--- src/rtl/fetch_pkg.sv ---
// Shared types and constants for the instruction fetch controller.
package fetch_pkg;

  typedef enum logic [0:0] {
    RUN   = 1'b0,
    DRAIN = 1'b1
  } fetch_state_t;

  localparam logic [31:0] FETCH_RESET_PC = 32'h1eceb000;

  typedef logic [31:0] pc_t;

  // Sequential fetch advances one 32-bit instruction word.
  function automatic pc_t pc_next(input pc_t pc);
    return pc + 32'd4;
  endfunction

endpackage

--- src/rtl/fetch_ctrl_checker.sv ---
// Interface checker for fetch_ctrl: a response may only arrive while a
// request is actually in flight.
module fetch_ctrl_checker #(
  parameter int OW = 2
) (
  input logic          clk,
  input logic          rst,
  input logic          imem_resp_i,
  input logic [OW-1:0] outstanding_i
);

  a_resp_needs_outstanding: assert property (
    @(posedge clk) disable iff (rst) imem_resp_i |-> (outstanding_i != {OW{1'b0}})
  );

endmodule

--- src/rtl/fetch_pc_fifo.sv ---
// Circular FIFO that remembers the address of every in-flight imem request,
// so each in-order response can be tagged with its PC.
module fetch_pc_fifo
  import fetch_pkg::*;
#(
  parameter int DEPTH = 2
) (
  input  logic clk,
  input  logic rst,
  input  logic push_i,
  input  pc_t  push_data_i,
  input  logic pop_i,
  output pc_t  head_o
);

  localparam int AW = (DEPTH > 1) ? $clog2(DEPTH) : 1;
  localparam logic [AW-1:0] LAST_PTR = AW'(DEPTH - 1);

  pc_t           mem_q [DEPTH];
  logic [AW-1:0] wr_ptr_q;
  logic [AW-1:0] rd_ptr_q;

  // Wrap explicitly so a non-power-of-two depth would still be correct.
  function automatic logic [AW-1:0] ptr_inc(input logic [AW-1:0] ptr);
    if (ptr == LAST_PTR) begin
      return {AW{1'b0}};
    end else begin
      return ptr + {{(AW-1){1'b0}}, 1'b1};
    end
  endfunction

  assign head_o = mem_q[rd_ptr_q];

  // Pointer and storage update; push and pop in the same cycle are independent.
  always_ff @(posedge clk) begin
    if (rst) begin
      wr_ptr_q <= {AW{1'b0}};
      rd_ptr_q <= {AW{1'b0}};
      for (int i = 0; i < DEPTH; i++) begin
        mem_q[i] <= 32'h0;
      end
    end else begin
      if (push_i) begin
        mem_q[wr_ptr_q] <= push_data_i;
        wr_ptr_q        <= ptr_inc(wr_ptr_q);
      end
      if (pop_i) begin
        rd_ptr_q <= ptr_inc(rd_ptr_q);
      end
    end
  end

endmodule

--- src/rtl/fetch_ctrl.sv ---
// Instruction fetch sequencer: PC generation, credit-gated imem requests,
// in-order response forwarding to the instruction queue, redirect draining.
// Optional build macro FETCH_PERF_CNT_EN adds the perf_credit_stall counter.
module fetch_ctrl
  import fetch_pkg::*;
#(
  parameter int          IQ_DEPTH        = 4,
  parameter int          MAX_OUTSTANDING = 2,
  parameter logic [31:0] RESET_PC        = FETCH_RESET_PC
) (
  input  logic        clk,
  input  logic        rst,
  input  logic        redirect_valid,
  input  logic [31:0] redirect_pc,
  input  logic        iq_pop,
  output logic [31:0] imem_addr,
  output logic [3:0]  imem_rmask,
  input  logic [31:0] imem_rdata,
  input  logic        imem_resp,
  output logic        iq_push,
  output logic [31:0] iq_instr,
  output logic [31:0] iq_pc,
  output logic        iq_flush
`ifdef FETCH_PERF_CNT_EN
  ,
  output logic [31:0] perf_credit_stall
`endif
);

  localparam int CW = $clog2(IQ_DEPTH + 1);
  localparam int OW = $clog2(MAX_OUTSTANDING + 1);
  localparam logic [CW-1:0] CRED_MAX  = CW'(IQ_DEPTH);
  localparam logic [OW-1:0] MAX_OUT_C = OW'(MAX_OUTSTANDING);

  fetch_state_t  state_q, state_d;
  pc_t           pc_q, pc_d;
  logic [CW-1:0] credits_q, credits_d;
  logic [OW-1:0] out_q, out_d;
  logic [OW-1:0] out_after_resp_s;
  logic          issue_s;
  logic          accept_s;
  pc_t           fifo_head_s;

  // One credit out, up to one credit back; clamp guards against stray pops.
  function automatic logic [CW-1:0] credit_step(input logic [CW-1:0] cr,
                                                input logic dec,
                                                input logic inc);
    logic [CW:0] sum;
    sum = {1'b0, cr} + {{CW{1'b0}}, inc} - {{CW{1'b0}}, dec};
    if (sum > {1'b0, CRED_MAX}) begin
      return CRED_MAX;
    end else begin
      return sum[CW-1:0];
    end
  endfunction

  // Issue and accept depend only on registered counters plus the redirect input.
  always_comb begin
    issue_s  = !rst && (state_q == RUN) && !redirect_valid &&
               (credits_q != {CW{1'b0}}) && (out_q < MAX_OUT_C);
    accept_s = !rst && imem_resp && (state_q == RUN) && !redirect_valid;
  end

  assign imem_addr  = pc_q;
  assign imem_rmask = issue_s ? 4'hF : 4'h0;
  assign iq_push    = accept_s;
  assign iq_instr   = accept_s ? imem_rdata : 32'h0;
  assign iq_pc      = accept_s ? fifo_head_s : 32'h0;
  assign iq_flush   = redirect_valid;

  fetch_pc_fifo #(
    .DEPTH(MAX_OUTSTANDING)
  ) u_pc_fifo (
    .clk        (clk),
    .rst        (rst),
    .push_i     (issue_s),
    .push_data_i(pc_q),
    .pop_i      (imem_resp),
    .head_o     (fifo_head_s)
  );

  // Next-state logic: redirect overrides everything; DRAIN only retires stale responses.
  always_comb begin
    out_after_resp_s = imem_resp ? (out_q - OW'(1)) : out_q;
    out_d     = out_after_resp_s + (issue_s ? OW'(1) : OW'(0));
    state_d   = state_q;
    pc_d      = pc_q;
    credits_d = credits_q;
    if (redirect_valid) begin
      // The queue is flushed, so every credit not tied to an in-flight request returns.
      pc_d      = redirect_pc;
      credits_d = CRED_MAX - CW'(out_after_resp_s);
      if (out_after_resp_s != {OW{1'b0}}) begin
        state_d = DRAIN;
      end else begin
        state_d = RUN;
      end
    end else begin
      case (state_q)
        RUN: begin
          state_d   = RUN;
          pc_d      = issue_s ? pc_next(pc_q) : pc_q;
          credits_d = credit_step(credits_q, issue_s, iq_pop);
        end
        DRAIN: begin
          // Queue is empty after the flush, so pops cannot occur; only dropped responses free credits.
          pc_d      = pc_q;
          credits_d = credit_step(credits_q, 1'b0, imem_resp);
          if (imem_resp && (out_q == OW'(1))) begin
            state_d = RUN;
          end else begin
            state_d = DRAIN;
          end
        end
        default: begin
          state_d   = RUN;
          pc_d      = pc_q;
          credits_d = credits_q;
        end
      endcase
    end
  end

  // Fetch state register.
  always_ff @(posedge clk) begin
    if (rst) begin
      state_q   <= RUN;
      pc_q      <= RESET_PC;
      credits_q <= CRED_MAX;
      out_q     <= {OW{1'b0}};
    end else begin
      state_q   <= state_d;
      pc_q      <= pc_d;
      credits_q <= credits_d;
      out_q     <= out_d;
    end
  end

`ifdef FETCH_PERF_CNT_EN
  logic [31:0] perf_q;
  logic        stall_s;

  assign stall_s           = (state_q == RUN) && !redirect_valid && (credits_q == {CW{1'b0}});
  assign perf_credit_stall = perf_q;

  // Saturating count of cycles fetch wanted to run but had no queue credit.
  always_ff @(posedge clk) begin
    if (rst) begin
      perf_q <= 32'h0;
    end else if (stall_s && (perf_q != 32'hFFFF_FFFF)) begin
      perf_q <= perf_q + 32'd1;
    end else begin
      perf_q <= perf_q;
    end
  end
`endif

  fetch_ctrl_checker #(
    .OW(OW)
  ) u_checker (
    .clk          (clk),
    .rst          (rst),
    .imem_resp_i  (imem_resp),
    .outstanding_i(out_q)
  );

endmodule

--- config.mk ---
export PLATFORM = sky130hd
export DESIGN_NAME = fetch_ctrl
export DESIGN_NICKNAME = d
export VERILOG_FILES = /design/src/rtl/fetch_pkg.sv /design/src/rtl/fetch_ctrl_checker.sv /design/src/rtl/fetch_pc_fifo.sv /design/src/rtl/fetch_ctrl.sv
export SDC_FILE = /design/constraint.sdc
export NUM_CORES = 1
export LEC_CHECK = 0
export ABC_CLOCK_PERIOD_IN_PS = 7900
export CAP_MARGIN = 40
export CELL_PAD_IN_SITES_DETAIL_PLACEMENT = 0
export CELL_PAD_IN_SITES_GLOBAL_PLACEMENT = 1
export CORE_ASPECT_RATIO = 1.5
export CORE_MARGIN = 2
export CORE_UTILIZATION = 45
export CTS_BUF_LIST = sky130_fd_sc_hd__clkbuf_8
export DETAILED_ROUTE_END_ITERATION = 7
export DONT_BUFFER_PORTS = 1
export PLACE_DENSITY = 0.79
export SLEW_MARGIN = 10
export SYNTH_ARGS = -nofsm -noshare
export SYNTH_HDL_FRONTEND = slang
export SYNTH_HIERARCHICAL = 1
export SYNTH_SLANG_ARGS = --single-unit
--- constraint.sdc ---
create_clock -name clk -period 7.9 [get_ports clk]
set_clock_uncertainty 0.05 [all_clocks]
set_input_delay 2.37 -clock clk [delete_from_list [all_inputs] [get_ports clk]]
set_output_delay 2.37 -clock clk [all_outputs]
set_load 0.02 [all_outputs]
After elaboration in Yosys (flattened, before gate mapping)
Memories as Yosys holds them, arrays and structs flattened. A register that Yosys moved wholly into a read port is not among the register bits.
Cells that the tools add are included.
- $add $sub $neg: 9
- order comparisons: 3
- eq/ne operators: 3
- mux-type cells: 28
- bitwise operators: 1
- reduce and logical (&&, ||, !) cells: 14
- operators with widths (cell ; number):
    32-bit two-way mux ; 6
    32-bit by 3-bit adder with 32-bit output (second input constant) ; 1
    32-bit OR reduction ; 1
    1-bit two-way mux ; 15
    3-bit two-way mux ; 3
    3-bit by 1-bit adder with 4-bit output ; 2
    4-bit by 3-bit greater-than comparator with 1-bit output (second input constant) ; 2
    1-bit logical AND ; 8
    3-bit one-hot mux with 2 select lines ; 1
    4-bit two-way mux ; 1
    4-bit by 1-bit subtractor with 4-bit output ; 1
    3-bit inequality test (second input constant) ; 1
    3-bit nonzero test ; 1
    3-bit by 2-bit subtractor with 3-bit output (first input constant) ; 1
    1-bit adder (second input constant) ; 2
    2-bit by 1-bit adder with 2-bit output ; 1
    2-bit by 1-bit equality test with 1-bit output (second input constant) ; 1
    1-bit logical NOT ; 2
    2-bit less-than comparator (second input constant) ; 1
    2-bit two-way mux ; 1
    2-bit inequality test (second input constant) ; 1
    1-bit one-hot mux with 2 select lines ; 1
    2-bit AND reduction ; 1
    2-bit nonzero test ; 1
    2 further kinds ; 2
- flip-flop bits (word level): 40
- RAM bits: 64
- input port bits: 69
- output and inout port bits: 102
- memories: 1
- memories (name ; depth ; bits a word ; read ports ; clocked after memory_dff ; write ports ; line ; source):
    u_pc_fifo.mem_q ; 2 ; 32 ; 1 ; 1 ; 2 ; fetch_pc_fifo.sv:19 ; pc_t mem_q [DEPTH];

Longest topological paths before layout
Gate-level depths: netlist of the first run.
- word-level depth: 10
- mapped depth: 13
- mapped depth without buffers: 12

Cells and area by module
Netlist of the first run, hierarchy kept.
- modules (own cells, without submodules) (module ; instances ; cells an instance ; area each (um^2)):
    fetch_pc_fifo ; 1 ; 219 ; 3165.5
    fetch_ctrl ; 1 ; 353 ; 2742.6

Worst setup path before layout of the first run
No wires, ideal clock.
- path kind: input to output
- from: input port redirect_valid
- to: output port imem_rmask[0]
- data arrival time: 3.755 ns
- setup slack: 1.725 ns
- stages on the path: 4
- path buffers: 2
- cell sequence: or4_4 > buf_6 > nor2_1 > buf_4
- longest elaborated chain between the ends: 5
- ends and longest elaborated chain (item ; line ; source):
    start: declaration ; fetch_ctrl.sv:13 ; input logic redirect_valid,
    1-bit logical NOT ; fetch_ctrl.sv:59 ; issue_s = !rst && (state_q == RUN) && !redirect_valid &&
    1-bit logical AND (2 in series) ; fetch_ctrl.sv:59 ;
    1-bit logical AND ; fetch_ctrl.sv:60 ; (credits_q != {CW{1'b0}}) && (out_q < MAX_OUT_C);
    net issue_s ; fetch_ctrl.sv:40 ; logic issue_s;
    4-bit two-way mux ; fetch_ctrl.sv:65 ; assign imem_rmask = issue_s ? 4'hF : 4'h0;
    end: declaration ; fetch_ctrl.sv:17 ; output logic [3:0] imem_rmask,
The timed path passes the listed nets, and every way through them passes these cells.

Worst setup path after layout of the first run
- from: input port redirect_valid
- to: output port iq_pc[26]
- longest elaborated chain between the ends: 3
- ends and longest elaborated chain (item ; line ; source):
    1-bit logical NOT ; fetch_ctrl.sv:61 ; accept_s = !rst && imem_resp && (state_q == RUN) && !redirect_valid;
    1-bit logical AND ; fetch_ctrl.sv:61 ;
    net iq_push ; fetch_ctrl.sv:20 ; output logic iq_push,
    32-bit two-way mux ; fetch_ctrl.sv:68 ; assign iq_pc = accept_s ? fifo_head_s : 32'h0;
    end: declaration ; fetch_ctrl.sv:22 ; output logic [31:0] iq_pc,
The timed path passes the listed nets, and every way through them passes these cells.

==> qor_table.md, run 1 <==
| Metric | Value | Unit |
|:---|:---|:---|
| Final-report max-slew violation count | 0 | - |
| Initial antenna violation count | 0 | - |
| Clock insertion delay at the later pin of the skew report | 0.36 | ns |
| Reported max-cap violation count | 0 | - |
| Total Die Area | 14100 | µm² |
| Crit path max-delay family | simple AND/OR/NAND/NOR gates | - |
| Placement-stage worst setup slack | 2.04 | ns |
| Maximum clock rate | 171 | MHz |
| Critical path required time | 5.48 | ns |
| Cell type with the largest total area after synthesis | sky130_fd_sc_hd__edfxtp_1 | - |
| Global-route wire length before repair | 20.2 | mm |
| Setup repair after global routing missed its margin | false | - |
| Count of distinct cell types in the synthesized netlist | 51 | - |
| Top-level port count | 171 | - |
| Worst Hold Class | flip-flop to flip-flop | - |
| Initial Utilization | 45.8 | % |
| Maximum number of pins on one net before global-route repair | 68 | - |
| Total grt overflow | 0 | - |
| Worst-path cell chain | nor4b_2 -> buf_4 -> and2_1 | - |
| Critical-path maximum fanout | 65 | - |
| Share of flip-flops with an asynchronous set or reset | 0 | % |
| Critical path type | primary input to primary output | - |
| Crit path buf inv count | 1 | - |
| Rows | 51 | - |
| Net switching power figure | 0.364 | mW |
| Power share of the sequential group | 56.3 | % |
| Critical path arrival | 3.42 | ns |
| Share of layout cells above drive strength 1 | 14.0 | % |
| Sequential share of the synthesized area | 46.4 | % |
| Number of nets produced by synthesis | 653 | - |
| CTS buffer count | 9 | - |
| TritonCTS sink count | 105 | - |
| Power, Total | 1.21 | mW |
| Count of filler cells inserted in the layout | 1219 | - |
| Most used flip-flop cell after synthesis | sky130_fd_sc_hd__edfxtp_1 | - |
| Master of the slowest instance on the critical path | sky130_fd_sc_hd__buf_4 | - |
| Run status | complete, no violations | - |
| Sw Ratio | 30.0 | % |
| Clk network pwr share | 25.9 | % |
| Die Wd | 97.6 | µm |
| Via Count | 3975 | - |
| Area growth from synthesis to layout | 3.98 | % |
| Combinational share of power | 17.7 | % |
| Setup ws final | 2.06 | ns |
| Number of instances in the synthesized netlist | 572 | - |
| Share of the synthesized area in the top cell type | 32.5 | % |
| Total routing resource utilization after global routing | 18.3 | % |
| CORE AREA | 12900 | µm² |
| Worst hold slack | 0.436 | ns |
| Die outline height | 144 | µm |
| Synth top area cells | sky130_fd_sc_hd__edfxtp_1 33%, sky130_fd_sc_hd__dfxtp_1 14%, sky130_fd_sc_hd__mux2_4 7.6%, sky130_fd_sc_hd__and2_1 7.2%, sky130_fd_sc_hd__nor2_1 5.7% | - |
| Max H-tree Level | 3 | - |
| Residual DRC | 0 | - |
| Portion of the clock cycle consumed by the worst path in the final layout | 73.9 | % |
| Count of endpoints failing setup in the final report | 0 | - |
| Fin Setup TNS | 0 | ns |
| Via density | 5.54 | - |
| Hold Violations, Final | 0 | - |
| Average size of a mapped cell | 10.3 | µm² |
| Type of origin of the critical path | primary input | - |
| Final cell count without fillers | 717 | - |
| Cts repair resizes | 0 | - |
| Actual slew at the worst max-slew pin | 0.633 | ns |
| Total iterations of the first detailed-routing run | 4 | - |
| Drt initial violations | 246 | - |
| Warning count from the yosys run | 6 | - |
| Final-stage net count | 634 | - |
| Setup crit end kind | primary output | - |
| Vias in the first global route | 3782 | - |
| PD cells | 197 | nW/µm² |
| Stage delay of the slowest cell on the critical path | 0.45 | ns |
| Total wirelength of the detailed-routed design | 13.2 | mm |
| Synth Cell Area | 5910 | µm² |
| Hold Buf Count CTS | 0 | - |
| Clock root buffer | sky130_fd_sc_hd__clkbuf_8 | - |
| Leakage | 2.36 | nW |
| Fin crit period | 5.84 | ns |
| Tightest slew margin relative to the limit | 57.7 | % |
| Number of buffers inserted by port buffering | 0 | - |
| Count of buffers added by post-CTS timing repair for setup | 0 | - |
| Maximum ir drop on the vdd rail | 0.0980 | mV |
| Ant. Diodes | 0 | - |
| Gp weighted congestion | 0.811 | - |
| Number of instances in the placed design | 701 | - |
| Per-cell routed wire length | 18.4 | µm |
| Clock input transition at the sequential cells of the worst setup and hold paths | 0.10 | ns |
| Number of nets with antenna violations after detailed routing | 0 | - |
| Total internal power | 0.847 | mW |
| CTS tree | yes | - |
| EDFF count, synth | 64 | - |
| Synthesis-stage register bit count | 105 | - |
| Half-perimeter wire length of the detailed placement result | 9.72 | mm |
| Bufs on Longest Clock Path | 2 | - |
==> layout make-up <==
class | instances | area (µm²) | share of cell area (%)
multi-input cells | 412 | 2840 | 46.3
inverters | 15 | 56.3 | 0.916
well taps | 159 | 199 | 3.24
repair buffers | 10 | 120 | 1.96
clock buffers | 9 | 124 | 2.02
clock inverters | 7 | 58.8 | 0.957
flip-flops and latches | 105 | 2740 | 44.7
==> flip-flops by register name, indices dropped and copies added (netlist names), named ones only <==
register and count:
credits_q 3, u_pc_fifo/rd_ptr_q 1, out_q 2, state_q 1
u_pc_fifo/mem_q 64, u_pc_fifo/wr_ptr_q 1, imem_addr 32
==> final timing paths <==
check	start	end	slack, ns	cells past startpoint
max	redirect_valid	iq_pc[26]	2.06	3
min	u_pc_fifo/wr_ptr_q	u_pc_fifo/wr_ptr_q	0.44	2
max reg2reg	state_q	credits_q[2]	4.38	14
min reg2reg	u_pc_fifo/wr_ptr_q	u_pc_fifo/wr_ptr_q	0.44	2
==> power groups by stage <==
stage / sequential (mW) / combinational [mW] / clock, mW
3_3_place_gp: 0.698 / 0.200 / 0
4_1_cts: 0.683 / 0.218 / 0.324
2_1_floorplan: 0.678 / 0.201 / 0
6_report: 0.682 / 0.215 / 0.314
5_1_grt: 0.689 / 0.239 / 0.344
3_5_place_dp: 0.696 / 0.217 / 0
==> worst min-delay path, stage by stage (launching register included) <==
cell and delay (ns):
sky130_fd_sc_hd__dfxtp_1 0.33, sky130_fd_sc_hd__nand2b_1 0.07, sky130_fd_sc_hd__a21oi_1 0.06
==> per-stage QoR <==
stage	utilization, %	area [µm²]
floorplan	-	5910
global placement	45.6	5880
finish	47.7	6140
CTS	47.7	6140
global route	47.7	6140
detailed placement	46.2	5960
==> metal layers <==
layer	GRT usage (%)	vias to the layer above	part of all wire [%]
met1	20.8	1874	38
met3	4.40	16	7.2
met4	7.53	0	2.5
li1	-	1927	-
met5	0	-	0
met2	33.0	158	52
==> cells in the final DEF, fill, tap and decap left out, types with 13 or more instances in the layout <==
cell type	netlist	layout
sky130_fd_sc_hd__dfxtp_1	41	40
sky130_fd_sc_hd__a21oi_1	15	15
sky130_fd_sc_hd__and2_1	68	68
sky130_fd_sc_hd__nor2_1	89	88
sky130_fd_sc_hd__edfxtp_1	64	64
sky130_fd_sc_hd__nand2_1	26	26
sky130_fd_sc_hd__mux2_4	30	30
sky130_fd_sc_hd__nand2b_1	27	27
sky130_fd_sc_hd__inv_1	15	16
sky130_fd_sc_hd__xnor2_1	13	13
sky130_fd_sc_hd__o21ai_0	14	14
==> cells by family after synthesis <==
logic type,synth area share [%]
compound gates,6.31
simple gates,26.6
fa+ha+maj,2.67
flops,46.4
mux,8.85
buf+inv,5.63
xor+xnor,3.56
==> cell usage after synthesis, types with 2 or more instances <==
library cell,count
sky130_fd_sc_hd__nand2b_4,10
sky130_fd_sc_hd__a221oi_1,2
sky130_fd_sc_hd__nand4_1,7
sky130_fd_sc_hd__nor2_1,89
sky130_fd_sc_hd__and3_2,2
sky130_fd_sc_hd__nor2b_1,3
sky130_fd_sc_hd__buf_2,10
sky130_fd_sc_hd__a31oi_1,5
sky130_fd_sc_hd__buf_12,3
sky130_fd_sc_hd__ha_1,11
sky130_fd_sc_hd__nand2_1,26
sky130_fd_sc_hd__mux2i_1,5
sky130_fd_sc_hd__o21ai_0,14
sky130_fd_sc_hd__a21oi_1,15
sky130_fd_sc_hd__mux2_4,30
sky130_fd_sc_hd__nand2b_1,27
sky130_fd_sc_hd__buf_6,5
sky130_fd_sc_hd__nor3_1,7
sky130_fd_sc_hd__dfxtp_1,41
sky130_fd_sc_hd__nand4_2,2
sky130_fd_sc_hd__mux2_2,2
sky130_fd_sc_hd__o211ai_1,4
sky130_fd_sc_hd__xor2_1,11
sky130_fd_sc_hd__buf_4,7
sky130_fd_sc_hd__clkbuf_1,13
sky130_fd_sc_hd__a311oi_1,3
sky130_fd_sc_hd__and2_1,68
sky130_fd_sc_hd__inv_1,15
sky130_fd_sc_hd__edfxtp_1,64
sky130_fd_sc_hd__and3_1,5
sky130_fd_sc_hd__or3_1,7
sky130_fd_sc_hd__nand3_1,11
sky130_fd_sc_hd__xnor2_1,13
sky130_fd_sc_hd__and4_1,3
sky130_fd_sc_hd__nor4_1,7
sky130_fd_sc_hd__a211oi_1,9
sky130_fd_sc_hd__a22oi_1,2
Note: power is estimated with default switching activity, not from simulation.
==> inputs of run 2 (changes only) <==
Settings changed: ABC_CLOCK_PERIOD_IN_PS 7900 to 5500.
Clock period 7.9 ns to 5.5 ns, I/O delays scaled along.
==> run 2 against run 1 <==
Compared with the run above: total power up 42%; sequential power up 44%; largest power group unchanged; combinational power up 43%; sequential cell count unchanged; clock power up 40%; setup slack worse by 0.99 ns; clock-buffer cell count unchanged; worst hold slack better by 0.010 ns.
==> qor_table.md, run 2 (synthesis results as in run 1) <==
| Metric | Value | Unit | Delta |
|:---|:---|:---|:---|
| Run status | complete, no violations | - | unchanged |
| Worst reg2reg path depth | 12 | - | was 14 |
| Hold Buf Count CTS | 0 | - | unchanged |
| Critical path required time | 3.80 | ns | was 5.48 ns |
| Total iterations of the first detailed-routing run | 4 | - | unchanged |
| Placement-stage worst setup slack | 1.06 | ns | was 2.04 ns |
| Global-route wire length before repair | 21.0 | mm | was 20.2 mm |
| Initial antenna violation count | 0 | - | unchanged |
| Drt initial violations | 156 | - | was 246 |
| Setup repair after global routing missed its margin | false | - | unchanged |
| CORE AREA | 12900 | µm² | unchanged |
| Fin crit period | 4.43 | ns |  |
| Area growth from synthesis to layout | 3.47 | % | was 3.98% |
| Die outline height | 144 | µm | unchanged |
| Total wirelength of the detailed-routed design | 13.3 | mm | was 13.2 mm |
| Clock insertion delay at the later pin of the skew report | 0.38 | ns | was 0.36 ns |
| Setup ws final | 1.07 | ns | was 2.06 ns |
| Cell area reported after detailed placement | 5940 | µm² | was 5960 µm² |
| Ant. Diodes | 0 | - | unchanged |
| Via Count | 3963 | - | was 3975 |
| Tightest slew margin relative to the limit | 61.9 | % | was 57.7% |
| TritonCTS sink count | 105 | - | unchanged |
| CTS tree | yes | - | unchanged |
| Critical path type | primary input to primary output | - | unchanged |
| Half-perimeter wire length of the detailed placement result | 9.84 | mm | was 9.72 mm |
| Worst-path cell chain | or4_4 -> nor2_2 -> buf_4 | - | was nor4b_2 -> buf_4 -> and2_1 |
| Maximum number of pins on one net before global-route repair | 68 | - | unchanged |
| Total Die Area | 14100 | µm² | unchanged |
| Per-cell routed wire length | 18.6 | µm | was 18.4 µm |
| Via density | 5.54 | - | about the same |
| Count of buffers added by post-CTS timing repair for setup | 0 | - | unchanged |
| Actual slew at the worst max-slew pin | 0.567 | ns | was 0.633 ns |
| Power, Total | 1.73 | mW | was 1.21 mW |
| Number of buffers inserted by port buffering | 0 | - | unchanged |
| Register ranked first by flip-flop count | u_pc_fifo/mem_q | - | unchanged |
| Vias in the first global route | 4015 | - | was 3782 |
| Leakage | 2.33 | nW | was 2.36 nW |
| Total grt overflow | 0 | - | unchanged |
| Fin Setup TNS | 0 | ns | unchanged |
| Post-route standard cell area excluding fillers | 6110 | µm² | was 6140 µm² |
| Utilization of the core after routing | 47.4 | % | was 47.7% |
| Worst Hold Class | flip-flop to flip-flop | - | unchanged |
| Number of nets with antenna violations after detailed routing | 0 | - | unchanged |
| Master of the slowest instance on the critical path | sky130_fd_sc_hd__or4_4 | - | was sky130_fd_sc_hd__buf_4 |
| Clock input transition at the sequential cells of the worst setup and hold paths | 0.10 | ns | about the same |
| Final-stage net count | 633 | - | was 634 |
| Maximum ir drop on the vdd rail | 0.155 | mV | was 0.0980 mV |
| Share of layout cells above drive strength 1 | 13.8 | % | was 14.0% |
| PD cells | 282 | nW/µm² | was 197 nW/µm² |
| Stage delay of the slowest cell on the critical path | 0.59 | ns | was 0.45 ns |
| Clock root buffer | sky130_fd_sc_hd__clkbuf_8 | - | unchanged |
| Cts repair resizes | 0 | - | unchanged |
| Final cell count without fillers | 715 | - | was 717 |
| Initial Utilization | 45.8 | % | unchanged |
| Max reg flops | 64 | - | unchanged |
| Setup crit end kind | primary output | - | unchanged |
| Critical path arrival | 2.73 | ns | was 3.42 ns |
| Portion of the clock cycle consumed by the worst path in the final layout | 80.6 | % |  |
| Area of combinational cells with multiple inputs | 2840 | µm² | unchanged |
| Residual DRC | 0 | - | unchanged |
| Type of origin of the critical path | primary input | - | unchanged |
| Worst hold slack | 0.447 | ns | was 0.436 ns |
| Maximum clock rate | 226 | MHz |  |
| Sequential cell area | 2740 | µm² | unchanged |
| Rows | 51 | - | unchanged |
| Reported max-cap violation count | 0 | - | unchanged |
| Top-level port count | 171 | - | unchanged |
| Leading cell types in the layout, fill and taps excluded | 88 x sky130_fd_sc_hd__nor2_1, 68 x sky130_fd_sc_hd__and2_1, 64 x sky130_fd_sc_hd__edfxtp_1, 40 x sky130_fd_sc_hd__dfxtp_1, 30 x sky130_fd_sc_hd__mux2_4 | - | unchanged |
| Critical-path maximum fanout | 30 | - | was 65 |
| Final-report max-slew violation count | 0 | - | unchanged |
| Bufs on Longest Clock Path | 2 | - | unchanged |
| Total routing resource utilization after global routing | 19.0 | % | was 18.3% |
| CTS buffer count | 9 | - | unchanged |
| Gp weighted congestion | 0.864 | - | was 0.811 |
| Number of instances in the placed design | 700 | - | was 701 |
| Count of endpoints failing setup in the final report | 0 | - | unchanged |
| Hold Crit Depth | 2 | - | unchanged |
| Die Wd | 97.6 | µm | unchanged |
| Hold Violations, Final | 0 | - | unchanged |
| Commonest non-fill, non-tap cell in the layout | sky130_fd_sc_hd__nor2_1 | - | unchanged |
| Count of filler cells inserted in the layout | 1226 | - | was 1219 |
| Max H-tree Level | 3 | - | unchanged |
run 2: layout make-up:
cell class / count / share of cell area, %
Clock buffer: 9 / 2.03
Inverter: 15 / 0.921
Timing Repair Buffer: 9 / 1.60
Multi-Input combinational cell: 412 / 46.5
Clock inverter: 6 / 0.839
Sequential cell: 105 / 44.9
Tap cell: 159 / 3.25
run 2: critical path, delay by kind of cell:
kind / cells / cell delay [ns]
simple gates: 2 / 0.75
buf+inv: 1 / 0.32
run 2: final timing paths:
| kind | from | end | slack, ns |
|---|---|---|---|
| max reg2reg | state_q | credits_q[0] | 2.31 |
| max | redirect_valid | imem_rmask[2] | 1.07 |
| min reg2reg | u_pc_fifo/wr_ptr_q | u_pc_fifo/wr_ptr_q | 0.45 |
| min | u_pc_fifo/wr_ptr_q | u_pc_fifo/wr_ptr_q | 0.45 |
run 2: per-layer routing:
layer | GRT usage (%) | share of wire (%)
met1 | 20.8 | 38
met2 | 35.1 | 53
met3 | 5.32 | 6.7
met4 | 7.09 | 2.3
met5 | 0 | 0
run 2: power breakdown:
group,leakage (nW),total (mW),switching [mW],internal [mW]
logic,1.24,0.307,0.164,0.142
clock network,0.0798,0.439,0.272,0.168
registers,1.01,0.980,0.0811,0.899
total,2.33,1.73,0.517,1.21
==> inputs of run 3 (changes only) <==
Settings changed: ABC_CLOCK_PERIOD_IN_PS 5500 to 4280.
Clock period 5.5 ns to 4.28 ns, I/O delays scaled along.
==> run 3 against run 2 <==
Compared with the run above: final cell count up 0.42%; global-route usage down 0.75 points; first-iteration DRC count up 44%; sequential share of layout area about the same; total power up 30%; sequential power up 29%; worst hold slack worse by 0.0087 ns; routed wire length down 2.2%; largest cell class unchanged; clock-buffer cell count unchanged; non-clock buffer count unchanged.
==> qor_table.md, run 3 (synthesis results as in run 1) <==
| Metric | Value | Unit | Delta |
|:---|:---|:---|:---|
| Vias in the first global route | 3905 | - | was 4015 |
| Via density | 5.53 | - | was 5.54 |
| Leading cell types in the layout, fill and taps excluded | 88 x sky130_fd_sc_hd__nor2_1, 68 x sky130_fd_sc_hd__and2_1, 64 x sky130_fd_sc_hd__edfxtp_1, 40 x sky130_fd_sc_hd__dfxtp_1, 30 x sky130_fd_sc_hd__mux2_4 | - | unchanged |
| Type of origin of the critical path | primary input | - | unchanged |
| Initial Utilization | 45.8 | % | unchanged |
| Worst hold start | u_pc_fifo/wr_ptr_q | - | unchanged |
| Number of buffers inserted by port buffering | 0 | - | unchanged |
| Master of the slowest instance on the critical path | sky130_fd_sc_hd__or4_4 | - | unchanged |
| Count of filler cells inserted in the layout | 1202 | - | was 1226 |
| Fin crit period | 3.71 | ns |  |
| Stage delay of the slowest cell on the critical path | 0.59 | ns | about the same |
| Register ranked first by flip-flop count | u_pc_fifo/mem_q | - | unchanged |
| Final-stage net count | 633 | - | unchanged |
| Critical path type | primary input to primary output | - | unchanged |
| Cts repair resizes | 0 | - | unchanged |
| Critical path arrival | 2.37 | ns | was 2.73 ns |
| Hold Violations, Final | 0 | - | unchanged |
| Per-cell routed wire length | 18.1 | µm | was 18.6 µm |
| Crit path buf inv count | 1 | - | unchanged |
| Top-level port count | 171 | - | unchanged |
| Worst flop-to-flop path startpoint | state_q | - | unchanged |
| Hold Buf Count CTS | 0 | - | unchanged |
| Clock input transition at the sequential cells of the worst setup and hold paths | 0.10 | ns | about the same |
| Max H-tree Level | 3 | - | unchanged |
| Max reg flops | 64 | - | unchanged |
| Area growth from synthesis to layout | 3.37 | % | was 3.47% |
| Worst-path cell chain | or4_4 -> nor2_2 -> buf_4 | - | unchanged |
| Worst Hold Class | flip-flop to flip-flop | - | unchanged |
| Residual DRC | 0 | - | unchanged |
| CTS tree | yes | - | unchanged |
| Final-report max-slew violation count | 0 | - | unchanged |
| Share of layout cells above drive strength 1 | 13.8 | % | about the same |
| Reported max-cap violation count | 0 | - | unchanged |
| Die outline height | 144 | µm | unchanged |
| Power, Total | 2.24 | mW | was 1.73 mW |
| Half-perimeter wire length of the detailed placement result | 9.63 | mm | was 9.84 mm |
| CORE AREA | 12900 | µm² | unchanged |
| Maximum ir drop on the vdd rail | 0.185 | mV | was 0.155 mV |
| Run status | complete, no violations | - | unchanged |
| Worst hold slack | 0.438 | ns | was 0.447 ns |
| Fin Setup TNS | 0 | ns | unchanged |
| Commonest non-fill, non-tap cell in the layout | sky130_fd_sc_hd__nor2_1 | - | unchanged |
| Setup repair after global routing missed its margin | false | - | unchanged |
| Portion of the clock cycle consumed by the worst path in the final layout | 86.6 | % |  |
| PD cells | 367 | nW/µm² | was 282 nW/µm² |
| Actual slew at the worst max-slew pin | 0.789 | ns | was 0.567 ns |
| CTS buffer count | 9 | - | unchanged |
| Setup crit end kind | primary output | - | unchanged |
| Gp weighted congestion | 0.825 | - | was 0.864 |
| Maximum number of pins on one net before global-route repair | 68 | - | unchanged |
| Total routing resource utilization after global routing | 18.3 | % | was 19.0% |
| Clock root buffer | sky130_fd_sc_hd__clkbuf_8 | - | unchanged |
| Crit path max-delay family | simple AND/OR/NAND/NOR gates | - | unchanged |
| Total grt overflow | 0 | - | unchanged |
| Maximum clock rate | 270 | MHz |  |
| Count of buffers added by post-CTS timing repair for setup | 0 | - | unchanged |
| Clock insertion delay at the later pin of the skew report | 0.38 | ns | about the same |
| Via Count | 3970 | - | was 3963 |
| Tightest slew margin relative to the limit | 47.3 | % | was 61.9% |
| Launch point of the worst path | redirect_valid | - | unchanged |
| Total Die Area | 14100 | µm² | unchanged |
| Drt initial violations | 225 | - | was 156 |
| Bufs on Longest Clock Path | 2 | - | unchanged |
| Die Wd | 97.6 | µm | unchanged |
| Critical path required time | 2.95 | ns | was 3.80 ns |
| TritonCTS sink count | 105 | - | unchanged |
| Global-route wire length before repair | 20.4 | mm | was 21.0 mm |
| Number of nets with antenna violations after detailed routing | 0 | - | unchanged |
| Count of endpoints failing setup in the final report | 0 | - | unchanged |
| Critical-path maximum fanout | 30 | - | unchanged |
| Total wirelength of the detailed-routed design | 13.0 | mm | was 13.3 mm |
| Rows | 51 | - | unchanged |
| Initial antenna violation count | 2 | - | was 0 |
| Total iterations of the first detailed-routing run | 4 | - | unchanged |
| FF-to-FF setup slack | 1.14 | ns | was 2.31 ns |
| Leakage | 2.33 | nW | about the same |
## run 3: power by group
group | internal [mW] | total [mW] | switching, mW
clock network | 0.224 | 0.591 | 0.366
registers | 1.15 | 1.26 | 0.108
logic | 0.180 | 0.387 | 0.207
total | 1.56 | 2.24 | 0.681
## run 3: area by class of cell
class	instances	area [µm²]	area share (%)
diodes	2	5.00	0.0820
well taps	159	199	3.26
inverters	15	56.3	0.922
clock inverters	7	60.1	0.983
repair buffers	9	77.6	1.27
multi-input cells	412	2840	46.5
flip-flops and latches	105	2740	44.9
clock buffers	9	124	2.03
## run 3: worst paths after layout
kind,depth (start not counted),endpoint
worst max-delay path,3,imem_rmask[2]
worst min-delay path,2,u_pc_fifo/wr_ptr_q
worst max register to register,12,credits_q[0]
worst min register to register,2,u_pc_fifo/wr_ptr_q
## run 3: layer usage
layer  routed length, µm  global-route usage (%)  share of wire, %  vias up
li1                    -                       -                 -     1925
met1                4890                    20.2                38     1854
met2                6890                    33.5                53      168
met3                 881                    4.54               6.8       23
met4                 343                    7.53               2.6        0
met5                   0                       0                 0        -
## run 3: worst min-delay path, stage by stage (launching register included)
cell,delay [ns]
sky130_fd_sc_hd__dfxtp_1,0.33
sky130_fd_sc_hd__nand2b_1,0.07
sky130_fd_sc_hd__a21oi_1,0.06
## run 3: stage by stage
step | cell area [µm²] | instances | util, % | setup WS [ns]
after CTS | 6100 | 716 | 47.3 | 0.581
after detailed placement | 5920 | 700 | 45.9 | 0.256
after floorplan | 5910 | 572 | - | 0.138
after global placement | 5910 | 699 | 45.9 | 0.389
after global routing | 6110 | 718 | 47.4 | 0.421
final | 6110 | 718 | 47.4 | 0.574
